--- config.mk ---
export PLATFORM = sky130hd
export DESIGN_NAME = disp_1596
export DESIGN_NICKNAME = d
export VERILOG_FILES = /design/src/rtl/disp_1596.sv
export SDC_FILE = /design/constraint.sdc
export NUM_CORES = 1
export LEC_CHECK = 0
export ABC_AREA = 1
export CAP_MARGIN = 10
export CORE_MARGIN = 4
export CORE_UTILIZATION = 25
export CTS_BUF_LIST = sky130_fd_sc_hd__clkbuf_8
export CTS_CLUSTER_DIAMETER = 30
export CTS_CLUSTER_SIZE = 14
export DETAILED_ROUTE_END_ITERATION = 8
export GPL_TIMING_DRIVEN = 0
export PLACE_DENSITY = 0.41
export SLEW_MARGIN = 10
export SYNTH_ARGS = -nofsm -noshare
export SYNTH_HDL_FRONTEND = slang
export SYNTH_SLANG_ARGS = --single-unit
--- constraint.sdc ---
create_clock -name clk5m -period 1.6 [get_ports clk5m]
set_clock_uncertainty 0.05 [all_clocks]
set_input_delay 0.32 -clock clk5m [delete_from_list [all_inputs] [get_ports clk5m]]
set_output_delay 0.32 -clock clk5m [all_outputs]
set_load 0.05 [all_outputs]
--- src/rtl/disp_1596.sv ---
// disp_1596: converts the 10-bit count to four BCD digits with an
// iterative shift-add-3 engine and drives a multiplexed, common-anode,
// 4-digit 7-segment display with optional leading-zero blanking.
module disp_1596 #(
    parameter int unsigned REFRESH_DIV = 5000,
    parameter bit          BLANK_LZ    = 1'b1
) (
    input  logic        clk5m,
    input  logic        rst_n,
    input  logic [9:0]  cnt,
    output logic [15:0] bcd,
    output logic        busy,
    output logic [6:0]  seg_n,
    output logic [3:0]  dig_n
);

    localparam logic [15:0] PRESC_MAX = 16'(REFRESH_DIV - 1);

    typedef enum logic [1:0] {
        S_IDLE,
        S_SHIFT,
        S_DONE
    } state_t;

    state_t      state_q, state_d;
    logic [9:0]  shreg_q, shreg_d;
    logic [9:0]  cap_q, cap_d;
    logic [9:0]  cnt_last_q, cnt_last_d;
    logic [15:0] scratch_q, scratch_d;
    logic [15:0] bcd_q, bcd_d;
    logic [3:0]  iter_q, iter_d;
    logic        busy_q, busy_d;
    logic [15:0] adj;

    logic [15:0] presc_q;
    logic [1:0]  idx_q;
    logic [6:0]  seg_q, seg_d;
    logic [3:0]  dig_q;
    logic [3:0]  nib;
    logic        blank;

    function automatic logic [6:0] seg_of(input logic [3:0] n);
        case (n)
            4'd0:    return 7'h40;
            4'd1:    return 7'h79;
            4'd2:    return 7'h24;
            4'd3:    return 7'h30;
            4'd4:    return 7'h19;
            4'd5:    return 7'h12;
            4'd6:    return 7'h02;
            4'd7:    return 7'h78;
            4'd8:    return 7'h00;
            4'd9:    return 7'h10;
            default: return 7'h7F;
        endcase
    endfunction

    // Converter state register
    always_ff @(posedge clk5m or negedge rst_n) begin
        if (!rst_n) state_q <= S_IDLE;
        else        state_q <= state_d;
    end

    // Converter next-state: start on a changed input, ten shifts, then commit
    always_comb begin
        state_d = state_q;
        case (state_q)
            S_IDLE:  if (cnt != cnt_last_q) state_d = S_SHIFT;
            S_SHIFT: if (iter_q == 4'd9) state_d = S_DONE;
            S_DONE:  state_d = S_IDLE;
            default: state_d = S_IDLE;
        endcase
    end

    // Add-3 correction applied to every scratch nibble before each shift
    always_comb begin
        adj = scratch_q;
        for (int unsigned i = 0; i < 4; i++) begin
            if (scratch_q[i*4 +: 4] >= 4'd5)
                adj[i*4 +: 4] = scratch_q[i*4 +: 4] + 4'd3;
        end
    end

    // Converter datapath and outputs per state
    always_comb begin
        shreg_d    = shreg_q;
        cap_d      = cap_q;
        cnt_last_d = cnt_last_q;
        scratch_d  = scratch_q;
        bcd_d      = bcd_q;
        iter_d     = iter_q;
        busy_d     = busy_q;
        case (state_q)
            S_IDLE: begin
                if (cnt != cnt_last_q) begin
                    shreg_d   = cnt;
                    cap_d     = cnt;
                    scratch_d = '0;
                    iter_d    = '0;
                    busy_d    = 1'b1;
                end
            end
            S_SHIFT: begin
                {scratch_d, shreg_d} = {adj, shreg_q} << 1;
                iter_d = iter_q + 4'd1;
            end
            S_DONE: begin
                bcd_d      = scratch_q;
                cnt_last_d = cap_q;
                busy_d     = 1'b0;
            end
            default: ;
        endcase
    end

    // Converter datapath registers
    always_ff @(posedge clk5m or negedge rst_n) begin
        if (!rst_n) begin
            shreg_q    <= '0;
            cap_q      <= '0;
            cnt_last_q <= '0;
            scratch_q  <= '0;
            bcd_q      <= '0;
            iter_q     <= '0;
            busy_q     <= 1'b0;
        end else begin
            shreg_q    <= shreg_d;
            cap_q      <= cap_d;
            cnt_last_q <= cnt_last_d;
            scratch_q  <= scratch_d;
            bcd_q      <= bcd_d;
            iter_q     <= iter_d;
            busy_q     <= busy_d;
        end
    end

    // Digit selection and leading-zero blanking from the committed value
    always_comb begin
        nib   = bcd_q[idx_q*4 +: 4];
        blank = 1'b0;
        if (BLANK_LZ) begin
            case (idx_q)
                2'd3:    blank = (bcd_q[15:12] == 4'd0);
                2'd2:    blank = (bcd_q[15:8] == 8'd0);
                2'd1:    blank = (bcd_q[15:4] == 12'd0);
                default: blank = 1'b0;
            endcase
        end
        seg_d = blank ? 7'h7F : seg_of(nib);
    end

    // Refresh prescaler, digit scan and registered display outputs
    always_ff @(posedge clk5m or negedge rst_n) begin
        if (!rst_n) begin
            presc_q <= '0;
            idx_q   <= '0;
            seg_q   <= 7'h7F;
            dig_q   <= 4'hF;
        end else begin
            if (presc_q == PRESC_MAX) begin
                presc_q <= '0;
                idx_q   <= idx_q + 2'd1;
            end else begin
                presc_q <= presc_q + 16'd1;
            end
            seg_q <= seg_d;
            dig_q <= ~(4'b0001 << idx_q);
        end
    end

    assign bcd   = bcd_q;
    assign busy  = busy_q;
    assign seg_n = seg_q;
    assign dig_n = dig_q;

endmodule

==> results of run 1 <==
-- cell type report --
class	instances	area share, %
Sequential cell	98	39.9
Tap cell	265	5.33
Timing Repair Buffer	61	7.97
Inverter	75	4.85
Multi-Input combinational cell	412	36.6
Clock buffer	9	1.99
Clock inverter	7	1.13
Buffer	17	2.27
-- tightest hold or removal path, cell delays in order --
cell and delay (ps):
dlymetal6s2s_1 160, inv_1 80, o21ai_0 90
-- per-layer routing --
| layer | up-vias | global-route usage, % | share of wire [%] |
|---|---|---|---|
| met2 | 68 | 18.7 | 48 |
| met1 | 1973 | 14.7 | 47 |
| met5 | - | 0 | 0 |
| li1 | 2065 | - | - |
| met3 | 8 | 2.89 | 3.8 |
| met4 | 0 | 3.30 | 0.90 |
-- cells by family (layout without fill, tap and decap cells) --
| logic type | count (synthesis) | in the layout |
|---|---|---|
| XOR/XNOR | 16 | 16 |
| flip-flops | 98 | 98 |
| AO/OA/AOI/OAI | 77 | 77 |
| buffers and inverters | 93 | 169 |
| AND/OR/NAND/NOR | 298 | 298 |
| adder cells (fa/ha/maj) | 21 | 21 |
-- metrics by stage --
step	hold WS [ps]	setup WS (ps)	instances	power [mW]
6_report	274	-57.8	944	10.8
2_1_floorplan	-25.6	22.9	603	7.52
5_1_grt	288	-162	944	11.7
3_3_place_gp	396	-4060	907	8.96
4_1_cts	371	-5.17	936	10.6
3_5_place_dp	226	-428	908	9.05
-- synth_stat cells, drive strengths merged --
master	instances
xnor2	4
ha	21
nor2	35
or2	3
dfrtp	87
nor3b	1
nand2	180
o21bai	1
o211ai	2
a22oi	1
xor2	12
dfstp	11
nor3	6
inv	75
o21ai	61
clkbuf	6
nand4	8
buf	12
nor4	3
nand3	62
a21oi	12
-- registers in the layout, summed over array words and instances (netlist names) --
signal and cells:
presc_q 16, busy 1, idx_q 2, cnt_last_q 10, cap_q 10, seg_n 7
iter_q 4, bcd 16, scratch_q 16, shreg_q 10, state_q 2, dig_n 4
-- timing repair --
action,4_1_cts,5_1_grt
gates cloned,1,2
gates resized for setup,128,67
buffers inserted,11,6
hold buffers,1,0
endpoints found under the hold margin,32,0
endpoints found under the setup margin,56,62
pin swaps,6,14
-- power breakdown --
group	leakage [nW]	total [mW]	internal [mW]	switching [mW]
sequential	1.20	4.11	3.41	0.703
combinational	1.80	5.01	1.75	3.27
clock	0.0931	1.64	0.720	0.916
-- path summary, 6_finish.rpt --
path,endpoint,slack (ps),depth (start not counted)
max,seg_n[6],-60,9
min,cap_q[4],270,3
max reg2reg,seg_n[6],-60,9
min reg2reg,cnt_last_q[5],440,2
max in group asynchronous,scratch_q[4],490,3
min in group asynchronous,presc_q[13],370,2
==> flow_metrics.tcl, run 1 <==
set metrics [dict create \
    grt_pass1_vias 4054 \
    synth_compound_area_share_pct 8.20 \
    setup_viol 5 \
    cts_sinks 98 \
    fin_tns_setup_ps -155 \
    p_per_area_nw_per_um2 1730 \
    netlist_instances 603 \
    dr.pass1.iters 4 \
    grt_setup_unrepaired "yes" \
    relSlewSlack_pct 65.6 \
    port_buffers 39 \
    gp_congestion 0.823 \
    synth_top_area_cell "dfrtp_1" \
    p_leak_nw 3.10 \
    drc_errors 0 \
    synth_xor_area_share_pct 2.83 \
    cts_tree "done" \
    final_util_pct 31.9 \
    end_kind "flip-flop" \
    synth_seq_cells 98 \
    synth_top_family_by_area "simple AND/OR/NAND/NOR gates" \
    synth_nets 636 \
    final.min_clock_period_ps 1660 \
    wirelength_um 12300 \
    core_um2 19500 \
    final_cell_mix "nand2_1 (170), dfrtp_1 (77), inv_1 (62), nand3_1 (56), o21ai_0 (55)" \
    cts_root_buf "clkbuf_8" \
    cp_slowest_cell "dfrtp_1" \
    vias 4114 \
    multi_input_area_um2 2270 \
    slew_violations 0 \
    synthTopCellsByArea "dfrtp_1 (44%), nand2_1 (13%), nand3_1 (6.1%)" \
    ys_types 33 \
    final_common_cell "nand2_1" \
    crit_family "simple AND/OR/NAND/NOR gates" \
    postPlaceCellArea_um2 5740 \
    finalInstanceArea_um2 6220 \
    synthMuxAreaShare_pct 0 \
    clockBufferDepth 2 \
    yosys.area.top_type_share_pct 43.9 \
    syn_area_per_cell_um2 8.22 \
    hold_path.class "in2reg" \
    max_freq_mhz 603 \
    synth-adder-area-share_pct 5.30 \
    vdd_drop_max_mv 0.568 \
    antenna_found_initial 0 \
    crit_start "idx_q[0]" \
    die_w_um 149 \
    area_delta_synth_final_pct 25.4 \
    final_layout_size_suffix_gt1_share_pct 22.4 \
    worstPathArrival_ps 1900 \
    path_cells "buf_6, a21oi_2, o21ai_4, nand2_4, inv_2, ha_2, or2_1, nand3_1, nand3_1" \
    syn_area_um2 4960 \
    insertion_delay_ps 380 \
    htree_levels 3 \
    nFillCells 2044 \
    antenna_cells 0 \
    max_cap_violations 0 \
    num_rows 51 \
    outcome "finished with violations" \
    cp.required_ps 1850 \
    final-hold-violation-count 0 \
    finalNetCount 707 \
    cts.clk_slew.worst_paths_ps 100 \
    yosysWarnings 0 \
    crit_fanout 5 \
    die_h_um 149 \
    critical_path.max_stage_delay_ps 410 \
    overflow 0 \
    regArea_um2 2480 \
    grt_max_degree 56 \
    period_share_pct 104 \
    seq_area_frac_synth_pct 49.8 \
    violations "negative setup slack" \
    viasPerCell 4.36 \
    min-delay-start "cnt[4]" \
    dp_hpwl_um 8500 \
    critPathKind "reg2reg" \
    setup_ws_ps -57.8 \
    grt_pass1_wl_um 20300 \
    worstSetupStartpointType "flip-flop" \
    numCtsBuffers 9 \
    drt_iter0_markers 161 \
    dieArea_um2 22100 \
    num_io_pins 40 \
    postRouteAntennaNets 0 \
    r2r_start "idx_q[0]" \
    critPathMostFrequentCell "nand3_1" \
    start_util_pct 25.5 \
    worst_slew_pin_slew_ps 516 \
    cp.buffers_inverters 2 \
    yosys.area_share.simple_pct 25.7 \
    grt_util_all_layers_pct 11.3 \
    post_drt_wl_per_cell_um 13.0 \
]
Note: power is estimated with default switching activity, not from simulation.
==> inputs of run 2 (changes only) <==
--- a/config.mk
+++ b/config.mk
@@ -10,8 +10,7 @@
 export CORE_MARGIN = 4
 export CORE_UTILIZATION = 25
 export CTS_BUF_LIST = sky130_fd_sc_hd__clkbuf_8
-export CTS_CLUSTER_DIAMETER = 30
-export CTS_CLUSTER_SIZE = 14
+export CTS_CLUSTER_DIAMETER = 100
 export DETAILED_ROUTE_END_ITERATION = 8
 export GPL_TIMING_DRIVEN = 0
 export PLACE_DENSITY = 0.41
==> results of run 2 <==
Final layout, timing and power as in run 1 (identical DEF).
